==> config.mk <==
export PLATFORM = sky130hd
export DESIGN_NAME = msk_aes128_round_seq_flat
export DESIGN_NICKNAME = d
export VERILOG_FILES = /design/src/rtl/msk_aes128_round_seq_if.sv /design/src/rtl/msk_aes128_round_seq.sv /design/src/flat_wrapper.sv
export SDC_FILE = /design/constraint.sdc
export NUM_CORES = 1
export LEC_CHECK = 0
export CORE_ASPECT_RATIO = 1.2
export CORE_MARGIN = 10
export CORE_UTILIZATION = 40
export DETAILED_ROUTE_END_ITERATION = 10
export GPL_TIMING_DRIVEN = 1
export PLACE_DENSITY = 0.66
export SLEW_MARGIN = 20
export SYNTH_ARGS = -nofsm -noshare
export SYNTH_HDL_FRONTEND = slang
export SYNTH_SLANG_ARGS = --single-unit
==> constraint.sdc <==
create_clock -name clk -period 2.2 [get_ports clk]
set_input_delay 0.44 -clock clk [delete_from_list [all_inputs] [get_ports clk]]
set_output_delay 0.44 -clock clk [all_outputs]
set_load 0.05 [all_outputs]
==> src/rtl/msk_aes128_round_seq_if.sv <==
// Control bundle between the masked AES round sequencer and the state/key
// register block: request/response handshake plus per-cycle datapath strobes.
interface msk_aes128_round_seq_if;
    logic       in_valid;
    logic       in_ready;
    logic       out_valid;
    logic       out_ready;
    logic       init;
    logic       state_en;
    logic       key_en;
    logic [7:0] rcon;
    logic       last_round;
    logic [3:0] round_idx;
    logic       cleaning_on;
    logic       rnd_req;
    logic       busy;

    modport master (
        output in_valid, out_ready,
        input  in_ready, out_valid, init, state_en, key_en, rcon,
               last_round, round_idx, cleaning_on, rnd_req, busy
    );

    modport slave (
        input  in_valid, out_ready,
        output in_ready, out_valid, init, state_en, key_en, rcon,
               last_round, round_idx, cleaning_on, rnd_req, busy
    );
endinterface

==> src/rtl/msk_aes128_round_seq.sv <==
// Sequencer for the masked AES-128 round-with-cleaning datapath: ten pipelined
// rounds, result handshake, optional zero-share flush (MSKAES_SEQ_CLEANING_EN).
module msk_aes128_round_seq #(
    parameter int LATENCY = 4
) (
    input  logic                         clk,
    input  logic                         rst_n,
    msk_aes128_round_seq_if.slave        bus
);

`ifdef MSKAES_SEQ_CLEANING_EN
    typedef enum logic [1:0] {IDLE, ROUND, DONE, CLEAN} state_e;
    localparam state_e RST_STATE = CLEAN;
`else
    typedef enum logic [1:0] {IDLE, ROUND, DONE} state_e;
    localparam state_e RST_STATE = IDLE;
`endif

    localparam logic [3:0] LAT_LAST   = 4'(LATENCY - 1);
    localparam logic [3:0] LAST_ROUND = 4'd10;

    state_e     state_q, state_d;
    logic [3:0] round_q, round_d;
    logic [3:0] lat_q,   lat_d;
    logic [7:0] rcon_q,  rcon_d;

    logic       in_ready, out_valid, init, state_en, key_en;
    logic       last_round, cleaning_on, rnd_req, busy;
    logic [7:0] rcon;
    logic [3:0] round_idx;

    // GF(2^8) doubling with the AES reduction polynomial
    function automatic logic [7:0] xtime(input logic [7:0] v);
        return {v[6:0], 1'b0} ^ (v[7] ? 8'h1B : 8'h00);
    endfunction

    always_ff @(posedge clk or negedge rst_n) begin
        if (!rst_n) begin
            state_q <= RST_STATE;
            round_q <= '0;
            lat_q   <= '0;
            rcon_q  <= '0;
        end else begin
            state_q <= state_d;
            round_q <= round_d;
            lat_q   <= lat_d;
            rcon_q  <= rcon_d;
        end
    end

    always_comb begin
        state_d     = state_q;
        round_d     = round_q;
        lat_d       = lat_q;
        rcon_d      = rcon_q;
        in_ready    = 1'b0;
        out_valid   = 1'b0;
        init        = 1'b0;
        state_en    = 1'b0;
        key_en      = 1'b0;
        last_round  = 1'b0;
        cleaning_on = 1'b0;
        rnd_req     = 1'b0;
        busy        = 1'b1;
        rcon        = 8'h00;
        round_idx   = 4'd0;

        unique case (state_q)
            IDLE: begin
                busy     = 1'b0;
                in_ready = 1'b1;
                if (bus.in_valid) begin
                    init     = 1'b1;
                    state_en = 1'b1;
                    key_en   = 1'b1;
                    state_d  = ROUND;
                    round_d  = 4'd1;
                    lat_d    = 4'd0;
                    rcon_d   = 8'h01;
                end
            end

            ROUND: begin
                rnd_req    = 1'b1;
                rcon       = rcon_q;
                round_idx  = round_q;
                last_round = (round_q == LAST_ROUND);
                lat_d      = lat_q + 4'd1;
                // Round unit output lands on the last pipeline cycle
                if (lat_q == LAT_LAST) begin
                    state_en = 1'b1;
                    key_en   = 1'b1;
                    lat_d    = 4'd0;
                    if (round_q != LAST_ROUND) begin
                        round_d = round_q + 4'd1;
                        rcon_d  = xtime(rcon_q);
                    end else begin
                        round_d = 4'd0;
                        rcon_d  = 8'h00;
                        state_d = DONE;
                    end
                end
            end

            DONE: begin
                out_valid = 1'b1;
                if (bus.out_ready) begin
                    lat_d = 4'd0;
`ifdef MSKAES_SEQ_CLEANING_EN
                    state_d = CLEAN;
`else
                    state_d = IDLE;
`endif
                end
            end

`ifdef MSKAES_SEQ_CLEANING_EN
            // Push zero shares through every pipeline stage before the next block
            CLEAN: begin
                cleaning_on = 1'b1;
                rnd_req     = 1'b1;
                lat_d       = lat_q + 4'd1;
                if (lat_q == LAT_LAST) begin
                    lat_d   = 4'd0;
                    state_d = IDLE;
                end
            end
`endif

            default: state_d = RST_STATE;
        endcase
    end

    assign bus.in_ready    = in_ready;
    assign bus.out_valid   = out_valid;
    assign bus.init        = init;
    assign bus.state_en    = state_en;
    assign bus.key_en      = key_en;
    assign bus.rcon        = rcon;
    assign bus.last_round  = last_round;
    assign bus.round_idx   = round_idx;
    assign bus.cleaning_on = cleaning_on;
    assign bus.rnd_req     = rnd_req;
    assign bus.busy        = busy;

endmodule

==> src/flat_wrapper.sv <==
// flat-port wrapper written by rule: the top's interface ports become plain ports
module msk_aes128_round_seq_flat 
#(
    parameter int LATENCY = 4
)
  (clk, rst_n, bus_in_valid, bus_out_ready, bus_in_ready, bus_out_valid, bus_init, bus_state_en, bus_key_en, bus_rcon, bus_last_round, bus_round_idx, bus_cleaning_on, bus_rnd_req, bus_busy);
  msk_aes128_round_seq_if bus_i ();
  input  logic clk;
  input  logic rst_n;
  input wire logic [$bits(bus_i.in_valid)-1:0] bus_in_valid;
  input wire logic [$bits(bus_i.out_ready)-1:0] bus_out_ready;
  output wire logic [$bits(bus_i.in_ready)-1:0] bus_in_ready;
  output wire logic [$bits(bus_i.out_valid)-1:0] bus_out_valid;
  output wire logic [$bits(bus_i.init)-1:0] bus_init;
  output wire logic [$bits(bus_i.state_en)-1:0] bus_state_en;
  output wire logic [$bits(bus_i.key_en)-1:0] bus_key_en;
  output wire logic [$bits(bus_i.rcon)-1:0] bus_rcon;
  output wire logic [$bits(bus_i.last_round)-1:0] bus_last_round;
  output wire logic [$bits(bus_i.round_idx)-1:0] bus_round_idx;
  output wire logic [$bits(bus_i.cleaning_on)-1:0] bus_cleaning_on;
  output wire logic [$bits(bus_i.rnd_req)-1:0] bus_rnd_req;
  output wire logic [$bits(bus_i.busy)-1:0] bus_busy;
  assign bus_i.in_valid = bus_in_valid;
  assign bus_i.out_ready = bus_out_ready;
  assign bus_in_ready = bus_i.in_ready;
  assign bus_out_valid = bus_i.out_valid;
  assign bus_init = bus_i.init;
  assign bus_state_en = bus_i.state_en;
  assign bus_key_en = bus_i.key_en;
  assign bus_rcon = bus_i.rcon;
  assign bus_last_round = bus_i.last_round;
  assign bus_round_idx = bus_i.round_idx;
  assign bus_cleaning_on = bus_i.cleaning_on;
  assign bus_rnd_req = bus_i.rnd_req;
  assign bus_busy = bus_i.busy;
  msk_aes128_round_seq #(.LATENCY(LATENCY)) u_core (.clk(clk), .rst_n(rst_n), .bus(bus_i));
endmodule
Yosys cells after proc, flatten, opt, wreduce, memory -nomap -nowiden
Index checks and enable logic that the tools add are counted.
{"block": "word_totals", "register_bits": 18, "latch_bits": 0, "ramBits": 0, "romBits": 0, "inputBits": 4, "out_inout_bits": 21, "elab_cells": 51, "n_memories": 0}
{"block": "classes", "addsub": 2, "multipliers": 0, "n_div": 0, "n_lt_le_gt_ge": 0, "n_eq_ne": 9, "shift": 0, "muxes": 29, "n_bitwise": 1, "n_reduce_logical": 6}
{"operator": "$mux 8", "count": 4}
{"operator": "$mux 4", "count": 7}
{"operator": "$pmux 8 s2", "count": 1}
{"operator": "$pmux 4 s3", "count": 1}
{"operator": "$add 4x1->4 const B", "count": 2}
{"operator": "$mux 1", "count": 8}
{"operator": "$mux 2", "count": 4}
{"operator": "$pmux 4 s2", "count": 1}
{"operator": "$xor 8x8->8", "count": 1}
{"operator": "$ne 2x2->1 const B", "count": 3}
{"operator": "$pmux 2 s3", "count": 1}
{"operator": "$reduce_and 3->1", "count": 2}
{"operator": "$mux 5", "count": 1}
{"operator": "$eq 4x2->1 const B", "count": 1}
{"operator": "$eq 4x4->1 const B", "count": 1}
{"operator": "$ne 4x4->1 const B", "count": 1}
{"operator": "$reduce_and 4->1", "count": 1}
{"operator": "$reduce_bool 3->1", "count": 1}
{"operator": "$eq 2x1->1 const B", "count": 1}
{"operator": "$eq 2x2->1 const B", "count": 1}
{"operator": "$logic_not 2->1", "count": 1}
{"operator": "$ne 2x1->1 const B", "count": 1}
{"operator": "$pmux 1 s2", "count": 1}
{"operator": "$reduce_bool 2->1", "count": 1}

Logic depth before layout (Yosys ltp)
{"block": "depth", "word_depth": 5, "depth_mapped": 6, "mapped_depth_nobuf": 5}

Least setup slack after synthesis
Ideal clock, no wire load.
{"block": "synth_timing", "path_kind": "register to output", "from": "register u_core.state_q[1]", "to": "output bus_rcon[0]", "arrival_ps": 1649, "t_required_ps": 1760, "slack_ps": 111, "path_stages_with_launch": 6, "cell_sequence": "dfrtp_1 > nand2b_1 > buf_6 > inv_2 > buf_2 > and2_1"}
{"block": "synth_between", "elab_chain_len": 2}
{"element": "start: declaration", "line_no": "msk_aes128_round_seq.sv:22", "rtl": "state_e state_q, state_d;"}
{"element": "start signal: assignment", "line_no": "msk_aes128_round_seq.sv:44", "rtl": "state_q <= state_d;"}
{"element": "$eq 2x1->1", "line_no": "msk_aes128_round_seq.sv:68", "rtl": "unique case (state_q)"}
{"element": "$mux 8", "line_no": "msk_aes128_round_seq.sv:68"}
{"element": "end: declaration", "line_no": "flat_wrapper.sv:17", "rtl": "output wire logic [$bits(bus_i.rcon)-1:0] bus_rcon;"}
No other way between the ends.

Worst setup path in the final report
{"block": "layout_timing", "from": "register u_core.lat_q[0]", "to": "output bus_key_en"}
{"block": "layout_between", "elab_chain_len": 3}
{"element": "start: declaration", "line_no": "msk_aes128_round_seq.sv:24", "rtl": "logic [3:0] lat_q, lat_d;"}
{"element": "start signal: assignment", "line_no": "msk_aes128_round_seq.sv:46", "rtl": "lat_q <= lat_d;"}
{"element": "$eq 4x2->1", "line_no": "msk_aes128_round_seq.sv:90", "rtl": "if (lat_q == LAT_LAST) begin"}
{"element": "$mux 1", "line_no": "msk_aes128_round_seq.sv:90"}
{"element": "$pmux 1 s2", "line_no": "msk_aes128_round_seq.sv:68"}
{"element": "end: declaration", "line_no": "flat_wrapper.sv:16", "rtl": "output wire logic [$bits(bus_i.key_en)-1:0] bus_key_en;"}
No other way between the ends.

==> flow_summary.json <==
{
  "run_status": "completed",
  "die_w_um": 67.4,
  "dieHeight_um": 76.9,
  "critical_path.max_stage_delay_ns": 0.41,
  "ys_seq_area_share_pct": 41.8,
  "worst-slew-pin-transition_ns": 0.506,
  "wl_per_cell_um": 16.5,
  "via_count": 937,
  "synthFlopType": "dfrtp_1",
  "drtAntennaViolNets": 0,
  "hold_class": "in2async",
  "period_needed_ns": 2.16,
  "boundaryPins": 25,
  "cp.required_ns": 1.76,
  "htreeDepth": 1,
  "grt_pass1_vias": 1014,
  "ys_async_sr_fraction_pct": 100,
  "finalHoldViolations": 0,
  "synth_edf_count": 0,
  "crit_arrival_ns": 1.72,
  "rows": 20,
  "numPortBuffers": 23,
  "slew_headroom_pct": 66.2,
  "antenna_cells": 0,
  "max_freq_mhz": 463,
  "slowest_stage": "or3b_4",
  "grt_setup_unrepaired": "yes",
  "wl_um": 2890,
  "synth_fp_nets": 112,
  "drive_gt1_share_pct": 38.0,
  "dp_hpwl_um": 2070,
  "area_growth_syn_to_layout_pct": 52.3,
  "routabilityCongestion": 0.743,
  "grt_pass1_wl_um": 4860,
  "crit_chain": "ha_2 -> or3b_4 -> o21ai_4 -> buf_12",
  "final_cells": 175,
  "crit_path_start_kind": "register",
  "nets": 150,
  "route.detailed.drc": 0,
  "grt_max_degree": 19,
  "antenna_found_initial": 0,
  "cp_num_buf_inv": 1,
  "cts_hold_buf": 0,
  "dp_cells": 163,
  "ys_types": 39,
  "start_util_pct": 42.3,
  "criticalPathCategory": "reg2out",
  "fin_skew_ns": 0.00106,
  "worstSetupEndpointType": "primary output",
  "maxCapViolCount": 0,
  "regToRegStartpoint": "u_core.lat_q[0]$_DFFE_PN0P_",
  "clockBufferDepth": 2,
  "clkSlewWorstSetupHoldPaths_ns": 0.10,
  "ys_warn_count": 0,
  "root_buffer": "clkbuf_4",
  "grt_use_total_pct": 11.8,
  "setup_viol": 0,
  "cts_tree": "yes",
  "syn_area_um2": 1080,
  "cts_sinks": 18,
  "routed_via_density": 5.35,
  "ys_ff_latch": 18,
  "clk_latency_ns": 0.30,
  "rrSetupSlack_ns": 0.24,
  "core_um2": 2550,
  "r2r-end": "u_core.rcon_q[6]$_DFFE_PN0P_",
  "first_pass_iters": 4,
  "synth_cells": 105,
  "overflow": 0,
  "cts_buffers": 3,
  "crit_family": "simple AND/OR/NAND/NOR gates",
  "die_area_um2": 5180,
  "drtIter0Drc": 46,
  "reg2regPathDepth": 6,
  "slew_violations": 0,
  "cp_max_fo": 4,
  "syn_area_per_cell_um2": 10.3,
  "fin_crit_sh_pct": 98.3,
  "mostFrequentLayoutCells": "18 x buf_4, 18 x dfrtp_1, 17 x buf_12"
}
what timing repair did:
item / 4_1_cts / 5_1_grt
resized for setup: 2 / 3
setup endpoints to repair: 9 / 16
pin swaps: 2 / 2
buffers inserted: 6 / 2
cells in the mapped netlist (all sizes together) (2+ instances only):
cell / count / area (um2)
dfrtp: 18 / 450
inv: 9 / 33.8
and2: 7 / 43.8
nor2: 7 / 26.3
buf: 6 / 47.5
mux2: 6 / 78.8
nor3: 6 / 30.0
o21ai: 6 / 41.3
nand3: 4 / 20.0
a32o: 3 / 30.0
ha: 3 / 37.5
nand3b: 3 / 22.5
o2111ai: 3 / 26.3
xnor2: 3 / 26.3
o211ai: 2 / 20.0
o2bb2ai: 2 / 17.5
or3b: 2 / 20.0
metrics by stage:
step                      utilization [%]  hold WS [ns]  area [um2]  worst slack, ns  TNS, ns
after global placement               60.1         0.516        1530           0.0100        0
final                                64.4         0.463        1640           0.0380        0
after floorplan                         -         0.144        1080            0.111        0
after detailed placement             60.1         0.524        1530          -0.0125  -0.0163
after global routing                 64.4         0.490        1640         -0.00942  -0.0379
after CTS                            63.5         0.477        1620           0.0107        0
flip-flops by register name, indices dropped and copies added (netlist names):
signal          cells
u_core.rcon_q       8
u_core.state_q      2
u_core.lat_q        4
u_core.round_q      4
routing by layer:
layer / vias up / part of all wire [%] / GRT usage, %
met1: 461 / 39 / 13.1
met3: 4 / 5.9 / 3.34
met4: 0 / 1.1 / 3.70
met5: - / 0 / 0
met2: 26 / 54 / 20.6
li1: 446 / - / -
layout make-up:
type                            count  area [um2]
Fill cell                         212         910
Tap cell                           33        41.3
Timing Repair Buffer               40         528
Inverter                            9        36.3
Clock buffer                        4        36.3
Sequential cell                    18         450
Multi-Input combinational cell     71         551
worst max path at each step:
stage / startpoint / to / slack [ns] / depth (start not counted)
floorplan: u_core.state_q[1]$_DFFE_PN0P_ / bus_rcon[0] / 0.11 / 5
global placement: bus_in_valid / bus_state_en / 0.01 / 4
detailed placement: bus_in_valid / u_core.rcon_q[6]$_DFFE_PN0P_ / -0.01 / 5
CTS: u_core.state_q[1]$_DFFE_PN0P_ / bus_rcon[1] / 0.01 / 4
global route: u_core.state_q[1]$_DFFE_PN0P_ / bus_rcon[1] / -0.009 / 4
finish: u_core.lat_q[0]$_DFFE_PN0P_ / bus_key_en / 0.04 / 4
kinds of logic after synthesis:
kind of cell	synth area share (%)
AND/OR/NAND/NOR	20.5
AO/OA/AOI/OAI	15.3
flip-flops	41.8
buffers and inverters	7.89
multiplexers	8.24
adder cells (fa/ha/maj)	3.48
XOR/XNOR	2.44
other	0.348
Power is left out: the tool's default activity adds up to more than one toggle a clock period on the data nets, which glitch-free logic cannot reach.
